[config.mk]
export PLATFORM = sky130hd
export DESIGN_NAME = param_eprom_ctrl
export DESIGN_NICKNAME = d
export VERILOG_FILES = /design/src/rtl/param_eprom_ctrl_pkg.sv /design/src/rtl/param_eprom_ctrl_store.sv /design/src/rtl/param_eprom_ctrl.sv
export SDC_FILE = /design/constraint.sdc
export NUM_CORES = 1
export LEC_CHECK = 0
export CAP_MARGIN = 20
export CORE_ASPECT_RATIO = 0.5
export CORE_MARGIN = 5
export CORE_UTILIZATION = 60
export DETAILED_ROUTE_END_ITERATION = 16
export DONT_BUFFER_PORTS = 1
export GPL_ROUTABILITY_DRIVEN = 0
export PLACE_DENSITY = 0.85
export SYNTH_ARGS = -nofsm -noshare
export SYNTH_HDL_FRONTEND = slang
export SYNTH_SLANG_ARGS = --single-unit
export TNS_END_PERCENT = 50
[constraint.sdc]
create_clock -name clk -period 5 [get_ports clk]
set_clock_uncertainty 0.15 [all_clocks]
set_input_delay 0.75 -clock clk [delete_from_list [all_inputs] [get_ports clk]]
set_output_delay 0.75 -clock clk [all_outputs]
set_load 0.005 [all_outputs]
[src/rtl/param_eprom_ctrl_pkg.sv]
// Shared definitions for the parametrised flash-style EPROM controller.
//   - cmd_op encodings accepted on the command port
//   - controller FSM state encoding
//   - ERASED_WORD: the all-ones erase pattern (sliced to DATA_W by users;
//     DATA_W must not exceed ERASED_W)
//   - cnt_width(): width of a down-counter that must hold values 0..n-1
package param_eprom_ctrl_pkg;

    typedef enum logic [1:0] {
        OP_ILLEGAL = 2'b00,
        OP_PROG    = 2'b01,
        OP_SERASE  = 2'b10,
        OP_CERASE  = 2'b11
    } cmd_op_e;

    typedef enum logic [1:0] {
        ST_IDLE  = 2'b00,
        ST_PROG  = 2'b01,
        ST_ERASE = 2'b10
    } state_e;

    localparam int              ERASED_W    = 64;
    localparam logic [ERASED_W-1:0] ERASED_WORD = '1;

    // A counter loaded with n-1 needs clog2(n) bits, but never fewer than 1.
    function automatic int cnt_width(input int n);
        return (n > 1) ? $clog2(n) : 1;
    endfunction

endpackage

[src/rtl/param_eprom_ctrl_store.sv]
// eprom_store: storage array for param_eprom_ctrl.
// The array powers up with word i = i+1 (truncated to DATA_W) and has no
// reset of its own; only the read register is reset.
// Ports:
//   clk_i, rst_i        clock, synchronous active-high reset (read register only)
//   rd_addr_i           read address, sampled every cycle
//   rd_data_o           registered read data (old value on a write edge)
//   we_i                word write of wdata_i at waddr_i
//   sector_fill_i       fill the sector containing waddr_i with all-ones
//   chip_fill_i         fill every word with all-ones
//   waddr_i, wdata_i    write address / data
//   wcur_o              current contents at waddr_i (for read-modify-write)
module eprom_store
    import param_eprom_ctrl_pkg::*;
#(
    parameter int DATA_W   = 16,
    parameter int ADDR_W   = 4,
    parameter int SECTOR_W = 2
) (
    input  logic              clk_i,
    input  logic              rst_i,
    input  logic [ADDR_W-1:0] rd_addr_i,
    output logic [DATA_W-1:0] rd_data_o,
    input  logic              we_i,
    input  logic              sector_fill_i,
    input  logic              chip_fill_i,
    input  logic [ADDR_W-1:0] waddr_i,
    input  logic [DATA_W-1:0] wdata_i,
    output logic [DATA_W-1:0] wcur_o
);

    localparam int DEPTH = 2 ** ADDR_W;

    function automatic logic [DEPTH-1:0][DATA_W-1:0] init_image();
        logic [DEPTH-1:0][DATA_W-1:0] img;
        for (int i = 0; i < DEPTH; i++) begin
            img[i] = DATA_W'(i + 1);
        end
        return img;
    endfunction

    // Power-up contents come from the declaration initialiser, so reset
    // never touches the array.
    logic [DEPTH-1:0][DATA_W-1:0] mem_q = init_image();
    logic [DATA_W-1:0]            rd_data_q;

    assign wcur_o    = mem_q[waddr_i];
    assign rd_data_o = rd_data_q;

    // Sector match compares the address bits above the sector offset; the
    // shift form stays legal when SECTOR_W == ADDR_W (single sector).
    always_ff @(posedge clk_i) begin
        for (int i = 0; i < DEPTH; i++) begin
            if (chip_fill_i ||
                (sector_fill_i && ((ADDR_W'(i) >> SECTOR_W) == (waddr_i >> SECTOR_W)))) begin
                mem_q[i] <= ERASED_WORD[DATA_W-1:0];
            end else if (we_i && (waddr_i == ADDR_W'(i))) begin
                mem_q[i] <= wdata_i;
            end
        end
    end

    always_ff @(posedge clk_i) begin
        if (rst_i) begin
            rd_data_q <= '0;
        end else begin
            rd_data_q <= mem_q[rd_addr_i];
        end
    end

endmodule

[src/rtl/param_eprom_ctrl.sv]
// param_eprom_ctrl: command-driven flash-style memory model.
// PROGRAM can only clear bits (mem &= wdata, err if a set was attempted);
// SECTOR_ERASE / CHIP_ERASE set words to all-ones. Program and erase take
// PROG_CYCLES / ERASE_CYCLES busy cycles, then commit with a one-cycle done.
// The read port is independent and keeps working while busy.
// Ports:
//   clk, rst              clock, synchronous active-high reset
//   cmd_valid/cmd_ready   command handshake (ready only in IDLE, not in reset)
//   cmd_op                00 illegal, 01 program, 10 sector erase, 11 chip erase
//   cmd_addr, cmd_wdata   target word / program data (latched on accept)
//   rd_addr, rd_data      registered read port
//   busy                  operation in progress
//   done, err             one-cycle completion pulse; err valid with done
// Constraints: SECTOR_W <= ADDR_W, PROG_CYCLES >= 1, ERASE_CYCLES >= 1.
module param_eprom_ctrl
    import param_eprom_ctrl_pkg::*;
#(
    parameter int DATA_W       = 16,
    parameter int ADDR_W       = 4,
    parameter int SECTOR_W     = 2,
    parameter int PROG_CYCLES  = 4,
    parameter int ERASE_CYCLES = 8
) (
    input  logic              clk,
    input  logic              rst,
    input  logic              cmd_valid,
    output logic              cmd_ready,
    input  logic [1:0]        cmd_op,
    input  logic [ADDR_W-1:0] cmd_addr,
    input  logic [DATA_W-1:0] cmd_wdata,
    input  logic [ADDR_W-1:0] rd_addr,
    output logic [DATA_W-1:0] rd_data,
    output logic              busy,
    output logic              done,
    output logic              err
);

    localparam int MAX_CYC = (PROG_CYCLES > ERASE_CYCLES) ? PROG_CYCLES : ERASE_CYCLES;
    localparam int CNT_W   = cnt_width(MAX_CYC);

    state_e            state_q;
    logic [CNT_W-1:0]  cnt_q;
    cmd_op_e           op_q;
    logic [ADDR_W-1:0] addr_q;
    logic [DATA_W-1:0] wdata_q;
    logic              busy_q;
    logic              done_q;
    logic              err_q;

    logic              last_cycle;
    logic              commit_en;
    logic [DATA_W-1:0] store_cur;
    logic [DATA_W-1:0] prog_word;
    logic              prog_err;

    assign cmd_ready = (state_q == ST_IDLE) && !rst;

    // The commit edge is the one where the counter sits at zero. Gating with
    // rst makes a reset in that same cycle abort instead of commit.
    assign last_cycle = (state_q != ST_IDLE) && (cnt_q == '0);
    assign commit_en  = last_cycle && !rst;

    // Flash semantics: bits can only be cleared; any 1 in wdata over a 0 in
    // the array is an attempted set.
    assign prog_word = store_cur & wdata_q;
    assign prog_err  = |(wdata_q & ~store_cur);

    eprom_store #(
        .DATA_W   (DATA_W),
        .ADDR_W   (ADDR_W),
        .SECTOR_W (SECTOR_W)
    ) u_store (
        .clk_i         (clk),
        .rst_i         (rst),
        .rd_addr_i     (rd_addr),
        .rd_data_o     (rd_data),
        .we_i          (commit_en && (state_q == ST_PROG)),
        .sector_fill_i (commit_en && (state_q == ST_ERASE) && (op_q == OP_SERASE)),
        .chip_fill_i   (commit_en && (state_q == ST_ERASE) && (op_q == OP_CERASE)),
        .waddr_i       (addr_q),
        .wdata_i       (prog_word),
        .wcur_o        (store_cur)
    );

    always_ff @(posedge clk) begin
        if (rst) begin
            state_q <= ST_IDLE;
            cnt_q   <= '0;
            op_q    <= OP_ILLEGAL;
            addr_q  <= '0;
            wdata_q <= '0;
            busy_q  <= 1'b0;
            done_q  <= 1'b0;
            err_q   <= 1'b0;
        end else begin
            done_q <= 1'b0;
            err_q  <= 1'b0;
            case (state_q)
                ST_IDLE: begin
                    // cmd_ready is simply "in IDLE" here since rst is low.
                    if (cmd_valid) begin
                        op_q    <= cmd_op_e'(cmd_op);
                        addr_q  <= cmd_addr;
                        wdata_q <= cmd_wdata;
                        case (cmd_op_e'(cmd_op))
                            OP_PROG: begin
                                state_q <= ST_PROG;
                                cnt_q   <= CNT_W'(PROG_CYCLES - 1);
                                busy_q  <= 1'b1;
                            end
                            OP_SERASE, OP_CERASE: begin
                                state_q <= ST_ERASE;
                                cnt_q   <= CNT_W'(ERASE_CYCLES - 1);
                                busy_q  <= 1'b1;
                            end
                            default: begin
                                // Illegal op: accepted, never busy, fails at once.
                                done_q <= 1'b1;
                                err_q  <= 1'b1;
                            end
                        endcase
                    end
                end
                ST_PROG, ST_ERASE: begin
                    if (cnt_q == '0) begin
                        state_q <= ST_IDLE;
                        busy_q  <= 1'b0;
                        done_q  <= 1'b1;
                        err_q   <= (state_q == ST_PROG) ? prog_err : 1'b0;
                    end else begin
                        cnt_q <= cnt_q - CNT_W'(1);
                    end
                end
                default: begin
                    state_q <= ST_IDLE;
                    busy_q  <= 1'b0;
                end
            endcase
        end
    end

    assign busy = busy_q;
    assign done = done_q;
    assign err  = err_q;

endmodule

==> impl_metrics.toml, run 1 <==
[layout]
final_cells = 1701
antenna_cells = 0
fin_area_sq_um = 15700
layout_common_cells = "nand2_1 (357), dfxtp_1 (299), o211ai_1 (248)"
fillers = 1662
area_delta_synth_final_pct = 6.33
layout.nets = 1382
mostFrequentLayoutCell = "nand2_1"
final_layout_size_suffix_gt1_frac = 0.181

[placed_design]
post_dp_cell_area_sq_um = 14800
dp_cells = 1652
io_buffer_count = 0
dp_hpwl_um = 28300

[power_and_ir_drop]
p_leak_nw = 5.16
ir_drop_uv = 265
p_per_area_nw_per_um2 = 342
total_power_mw = 5.36

[sta]
hold_ws_ns = 0.119
worst_pin_slew_ns = 1.13
rsz0062_at_grt = "false"
maxSlewViolCount = 0
relSlewSlack = 0.242
hold_viol_final = 0
finalSetupViolCount = 0
tns_ns = 0
max_clock_freq_ghz = 0.282
min_period_over_period = 0.709
finalCriticalPeriod_ns = 3.54

[routing]
wire_per_inst_um = 25.9
dr.pass1.iters = 8
viasPerCell = 7.39
drt_iter0_markers = 2138
drc = 0
routed_wl_um = 44000
ant_nets = 0
vias = 12600

[grt]
grt_antenna_before_repair = 1
grt_max_degree = 65
grt-ovfl-total = 0
track_usage = 0.305
grt_pass1_wl_um = 67500
grt_pass1_vias = 11600

[floorplan]
die_w_um = 232
initial_core_util = 0.612
ioPinCount = 49
num_rows = 40
die_h_um = 121
die_area_sq_um = 28000
core_region_area_sq_um = 24100

[logic_synthesis]
ys_seq_area_frac = 0.410
synthesis.area_sq_um = 14800
post_synth.cell_area_avg_sq_um = 10.3
synthCells = 1438
yosysWarnings = 0
synth-edff-count = 0
synth_cell_type_count = 58
ys_ff_latch = 302
synth_fp_nets = 1473
async_flop_share = 0
yosys_most_used_dff = "dfxtp_1"

[min_path]
worstHoldStart = "rst"
min_path_type = "in2reg"
whs_endpoint = "addr_q[0]$_SDFFE_PP0P_"
hold_path_depth = 1

[clock_tree]
clock_latency_ns = 0.56
cts_buffers = 26
cts_root_buf = "clkbuf_16"
cts_buffer_depth = 3
cts_resized = 0
cts_sinks = 302
hold_buffers = 0
cts.htree.levels = 1
cts_tree = "built"
path_clk_slew_ns = 0.07
post-cts-setup-buffers = 0

[critical_path]
crit_type = "reg2reg"
ff2ff_path_depth = 6
max_stage_delay_ns = 1.05
end_kind = "flop"
required_ns = 5.21
slowest_stage = "dfxtp_2"
reg2reg_slack_ns = 1.46
r2r_end = "u_store.mem_q[148]$_SDFFE_PP1P_"
start_kind = "flop"
regToRegStartpoint = "addr_q[3]$_SDFFE_PP0P_"
cp_common_cell = "nand2_1"
cp-startpoint = "addr_q[3]$_SDFFE_PP0P_"
worst-path-max-fanout = 35
worstPathCellList = "inv_1 -> nor3_1 -> nand2_1 -> buf_4 -> nand2_1 -> o211ai_1"
cp.arrival_ns = 3.76

[status]
status = "finished, final reports clean"

[run]
cap_violations = 0
[synth_stat cells, types with 17 or more instances]
cell type,instances,area [sq um]
o22ai_1,17,106
nor2_1,26,97.6
mux2i_1,25,250
o211ai_1,248,1860
a21oi_1,24,120
buf_2,46,230
nor2b_1,18,113
dfxtp_1,302,6050
nand2_1,357,1340
clkbuf_1,75,282
inv_1,22,82.6
mux4_2,126,2840
[cells by family after synthesis]
group	share of synthesized area
AND/OR/NAND/NOR	0.118
AO/OA/AOI/OAI	0.186
flip-flops	0.410
buffers and inverters	0.0575
multiplexers	0.224
adder cells (fa/ha/maj)	0.00509
[worst max-delay path by stage]
stage / end / depth (start not counted)
final: u_store.mem_q[148]$_SDFFE_PP1P_ / 6
after global routing: u_store.mem_q[144]$_SDFFE_PP1P_ / 6
after CTS: u_store.mem_q[30]$_SDFFE_PP1P_ / 5
after detailed placement: u_store.mem_q[30]$_SDFFE_PP1P_ / 4
after global placement: u_store.mem_q[178]$_SDFFE_PP1P_ / 5
after floorplan: u_store.rd_data_o[14]$_SDFF_PP0_ / 6
[worst max-delay path, delay by kind of cell, from the launching register on]
kind	cells	cell delay [ns]
compound gates	1	0.11
buf+inv	2	0.87
flops	1	1.05
simple gates	3	1.17
[report_power, final]
| group | total (mW) | leakage, nW | internal [mW] | switching [mW] |
|---|---|---|---|---|
| Combinational | 0.573 | 2.27 | 0.260 | 0.314 |
| Sequential | 2.64 | 2.44 | 2.52 | 0.121 |
| Clock | 2.15 | 0.442 | 1.22 | 0.937 |
| Total | 5.36 | 5.16 | 3.99 | 1.37 |
[metrics by stage]
step           setup slack, ns  utilization
4_1_cts                   1.38        0.649
5_1_grt                   1.36        0.651
2_1_floorplan             2.21            -
6_report                  1.46        0.651
3_3_place_gp              1.65        0.606
3_5_place_dp              1.52        0.612
[area by class of cell]
cell class / count / area, sq um / area share
Sequential cell: 302 / 6050 / 0.386
Clock buffer: 38 / 766 / 0.0488
Inverter: 24 / 90.1 / 0.00574
Multi-Input combinational cell: 966 / 7910 / 0.504
Timing Repair Buffer: 27 / 330 / 0.0210
Clock inverter: 8 / 126 / 0.00805
Tap cell: 336 / 420 / 0.0268
[metal layers]
metal | vias to the layer above | global-route usage | wire length [um]
met4 | 0 | 0.111 | 2120
met5 | - | 0 | 0
met3 | 217 | 0.0828 | 6330
met1 | 6076 | 0.420 | 16300
met2 | 1068 | 0.468 | 19200
li1 | 5206 | - | -
[state kept, by name, indices dropped and copies added (netlist names)]
register / cells
wdata_q: 16
done: 1
state_q: 2
u_store.rd_data_o: 16
addr_q: 4
busy: 1
op_q: 2
err: 1
cnt_q: 3
u_store.mem_q: 256
Note: power is estimated with default switching activity, not from simulation.
==> inputs of run 2 (changes only) <==
Settings changed: CORE_UTILIZATION 60 to 58.
Clock period 5 ns to 3.2 ns, I/O delays scaled along.
==> run 2 against run 1 <==
Compared with the run above:
- register-to-register slack lost 1.3 ns
- cell count grew 3.6%
- worst hold slack lost 0.094 ns
- power grew 60%
- sequential power grew 55%
- first-iteration DRC count grew 5.8%
- wire length grew 6.4%
- global-route usage grew 0.94 points
- combinational power grew 74%
- critical path depth grew 2
==> impl_metrics.toml, run 2 (synthesis results as in run 1) <==
[sta]
hold_ws_ns = 0.0255
worst_pin_slew_ns = 1.07
max_clock_freq_ghz = 0.334
min_period_over_period = 0.937
maxSlewViolCount = 0
hold_viol_final = 0
relSlewSlack = 0.281
tns_ns = 0
rsz0062_at_grt = "false"
finalCriticalPeriod_ns = 3.00
finalSetupViolCount = 0

[clock_tree]
cts_sinks = 302
cts_buffers = 28
path_clk_slew_ns = 0.07
cts_buffer_depth = 3
clock_latency_ns = 0.55
cts_root_buf = "clkbuf_16"
cts.htree.levels = 1
cts_tree = "built"

[routing]
wire_per_inst_um = 26.6
routed_wl_um = 46800
drt_iter0_markers = 2262
dr.pass1.iters = 6
viasPerCell = 7.32
ant_nets = 0
vias = 12900
drc = 0

[layout]
fillers = 1716
largest_reg_flops = 256
fin_area_sq_um = 16200
regMostFlops = "u_store.mem_q"
antenna_cells = 0
area_delta_synth_final_pct = 9.81
mostFrequentLayoutCell = "nand2_1"
final_layout_size_suffix_gt1_frac = 0.199
layout.nets = 1435
final_core_util = 0.645
layout_common_cells = "nand2_1 (357), dfxtp_1 (299), o211ai_1 (248)"

[run]
cap_violations = 0

[floorplan]
die_area_sq_um = 28900
die_h_um = 123
initial_core_util = 0.587
die_w_um = 236
num_rows = 41
core_region_area_sq_um = 25100
ioPinCount = 49

[critical_path]
end_kind = "flop"
required_ns = 3.48
cp.arrival_ns = 3.27
start_kind = "flop"
worstPathCellList = "buf_4 -> mux4_2 -> nor2_1 -> a221oi_2 -> o22a_1 -> o221ai_1 -> o31ai_1 -> nand3_1"
worst-path-max-fanout = 18
slowest_stage = "dfxtp_2"
worst-path-buf-inv = 1
critPathTopFamily = "compound AO/OA/AOI/OAI gates"
reg2reg_slack_ns = 0.20
crit_type = "reg2reg"
max_stage_delay_ns = 0.67

[grt]
grt_pass1_wl_um = 71600
grt_antenna_before_repair = 2
grt_max_degree = 65
grt-ovfl-total = 0
track_usage = 0.315
grt_pass1_vias = 12400

[min_path]
min_path_type = "in2reg"

[power_and_ir_drop]
total_power_mw = 8.58
p_leak_nw = 5.40
p_per_area_nw_per_um2 = 529
ir_drop_uv = 373

[placed_design]
io_buffer_count = 0
post_dp_cell_area_sq_um = 15000
dp_hpwl_um = 28800

[status]
status = "finished, final reports clean"
==> run 2: changes by cell type in the layout (fill, tap and decap cells not counted), sizes merged <==
cell,change
clkinvlp,+2
dlygate4sd3,+22
clkbuf,-3
clkinv,+3
buf,+29
==> run 2: cell type report <==
class / instances / area [sq um] / area share
multi-input combinational: 966 / 7920 / 0.489
sequential: 302 / 6050 / 0.373
clock buffer: 35 / 788 / 0.0486
timing repair buffer: 78 / 778 / 0.0480
tap: 344 / 430 / 0.0266
clock inverter: 13 / 153 / 0.00942
inverter: 24 / 90.1 / 0.00556
==> run 2: path summary, 6_finish.rpt <==
check                            end                    start  depth (start not counted)
max reg2reg           err$_SDFF_PP0_   addr_q[3]$_SDFFE_PP0P_                          8
min                   err$_SDFF_PP0_                      rst                          2
min reg2reg  wdata_q[8]$_SDFFE_PP0P_  wdata_q[8]$_SDFFE_PP0P_                          2
max                   err$_SDFF_PP0_   addr_q[3]$_SDFFE_PP0P_                          8
==> run 2: what timing repair did <==
action	4_1_cts	5_1_grt
buffers inserted	0	0
hold buffers	23	0
gates resized for setup	0	1
endpoints found under the hold margin	45	0
setup endpoints to repair	0	1
==> run 2: through the flow <==
| step | instances | setup slack [ns] |
|---|---|---|
| 3_5_place_dp | 1690 | 0.160 |
| 5_1_grt | 1762 | 0.140 |
| 6_report | 1762 | 0.202 |
| 3_3_place_gp | 1690 | 0.142 |
| 2_1_floorplan | 1438 | 0.682 |
| 4_1_cts | 1761 | 0.151 |
==> run 2: metal layers <==
layer,global-route usage,vias to the layer above,part of all wire,wire length (um)
li1,-,5323,-,-
met1,0.400,6206,0.36,16800
met4,0.142,2,0.056,2640
met3,0.108,266,0.15,6850
met5,0,-,0.00028,13
met2,0.494,1109,0.44,20400
==> run 2: report_power, final <==
part	total, mW	switching (mW)	leakage, nW	internal, mW
sequential	4.10	0.170	2.44	3.93
combinational	0.996	0.546	2.50	0.450
clock	3.48	1.50	0.463	1.98
total	8.58	2.22	5.40	6.36
==> inputs of run 3 (changes only) <==
Settings changed: CORE_UTILIZATION 58 to 56, DONT_BUFFER_PORTS 1 to unset, PLACE_DENSITY 0.85 to 0.86.
==> run 3 against run 2 <==
Compared with the run above:
- non-clock buffer count up 29
- final area up 2.0%
- critical path depth down 2
==> impl_metrics.toml, run 3 (synthesis results as in run 1) <==
[routing]
drc = 0
wire_per_inst_um = 25.6
viasPerCell = 7.24
ant_nets = 0
drt_iter0_markers = 2224
vias = 13000
dr.pass1.iters = 7
routed_wl_um = 45900

[sta]
min_period_over_period = 0.946
finalCriticalPeriod_ns = 3.03
hold_viol_final = 0
rsz0062_at_grt = "false"
tns_ns = 0
maxSlewViolCount = 0
relSlewSlack = 0.451
worst_pin_slew_ns = 0.820
max_clock_freq_ghz = 0.330
finalSetupViolCount = 0

[floorplan]
core_region_area_sq_um = 26200
die_w_um = 240
die_h_um = 125
die_area_sq_um = 29900
num_rows = 42
initial_core_util = 0.563
ioPinCount = 49

[grt]
track_usage = 0.301
grt_antenna_before_repair = 1
grt_max_degree = 65
grt_pass1_vias = 12900
grt_pass1_wl_um = 72100
grt-ovfl-total = 0

[layout]
regMostFlops = "u_store.mem_q"
layout.nets = 1463
antenna_cells = 0
final_core_util = 0.630
fillers = 1788
largest_reg_flops = 256
area_delta_synth_final_pct = 12.0
mostFrequentLayoutCell = "nand2_1"
final_layout_size_suffix_gt1_frac = 0.198
layout_common_cells = "nand2_1 (357), dfxtp_1 (299), o211ai_1 (248)"

[critical_path]
start_kind = "flop"
cp.arrival_ns = 3.25
end_kind = "flop"
crit_type = "reg2reg"
required_ns = 3.43
worst-path-max-fanout = 22

[clock_tree]
hold_buffers = 0
post-cts-setup-buffers = 0
cts_tree = "built"
clock_latency_ns = 0.54
cts_buffer_depth = 3
path_clk_slew_ns = 0.07
cts_sinks = 302
cts_resized = 0
cts_root_buf = "clkbuf_16"
cts.htree.levels = 1
cts_buffers = 27

[power_and_ir_drop]
p_leak_nw = 5.52
p_per_area_nw_per_um2 = 530
ir_drop_uv = 466

[min_path]
min_path_type = "reg2reg"

[run]
cap_violations = 0

[placed_design]
dp_hpwl_um = 29800
io_buffer_count = 48

[status]
status = "finished, final reports clean"
## run 3: cell types whose count changed in the layout (fill, tap and decap cells not counted)
cell,previous run,this run
clkbuf_8,4,6
buf_12,11,13
clkinvlp_4,2,0
clkinv_4,2,0
inv_6,0,1
bufinv_16,3,5
clkbuf_1,2,3
clkdlybuf4s50_1,0,45
dlygate4sd3_1,22,0
clkbuf_16,29,27
clkinv_2,6,5
buf_2,0,1
buf_4,45,48
## run 3: metrics by stage
stage	std cells	hold WS, ns	area, sq um	worst slack (ns)	total power [mW]
4_1_cts	1798	0.310	16500	0.139	8.68
3_5_place_dp	1751	0.302	15600	0.0890	5.22
2_1_floorplan	1438	0.282	14800	0.682	4.89
5_1_grt	1798	0.341	16500	0.0161	8.99
6_report	1798	0.311	16500	0.172	8.76
3_3_place_gp	1751	0.290	15600	0.194	5.17
## run 3: power breakdown
| group | switching, mW | internal, mW | total, mW | leakage [nW] |
|---|---|---|---|---|
| Sequential | 0.185 | 3.93 | 4.12 | 2.44 |
| Clock | 1.48 | 2.09 | 3.57 | 0.474 |
| Combinational | 0.590 | 0.491 | 1.08 | 2.61 |
| Total | 2.25 | 6.51 | 8.76 | 5.52 |
## run 3: final timing paths
check / start / end / slack (ns) / depth (start not counted)
hold / removal: op_q[1]$_SDFFE_PP0P_ / op_q[1]$_SDFFE_PP0P_ / 0.31 / 2
hold reg to reg: op_q[1]$_SDFFE_PP0P_ / op_q[1]$_SDFFE_PP0P_ / 0.31 / 2
setup reg to reg: addr_q[3]$_SDFFE_PP0P_ / u_store.mem_q[204]$_SDFFE_PP1P_ / 0.17 / 6
setup / recovery: addr_q[3]$_SDFFE_PP0P_ / u_store.mem_q[204]$_SDFFE_PP1P_ / 0.17 / 6
## run 3: worst max-delay path: stages (launching register included)
cell and delay (ns):
dfxtp_2 0.77, inv_1 0.50, nor3_1 0.46, nand2_1 0.46
buf_12 0.34, nand2_1 0.08, o211ai_1 0.11
## run 3: routing by layer
layer	vias up	share of wire	GRT usage	wire length [um]
met5	-	0.00028	0	13
met4	2	0.059	0.151	2710
met3	289	0.14	0.0856	6360
met2	1123	0.44	0.454	20300
met1	6233	0.36	0.398	16500
li1	5363	-	-	-
## run 3: cell type report
type | instances | area, sq um | share of cell area
inverters | 24 | 90.1 | 0.00545
multi-input cells | 966 | 7920 | 0.479
repair buffers | 107 | 1080 | 0.0651
flip-flops and latches | 302 | 6050 | 0.366
clock buffers | 36 | 769 | 0.0465
well taps | 352 | 440 | 0.0266
clock inverters | 11 | 184 | 0.0111
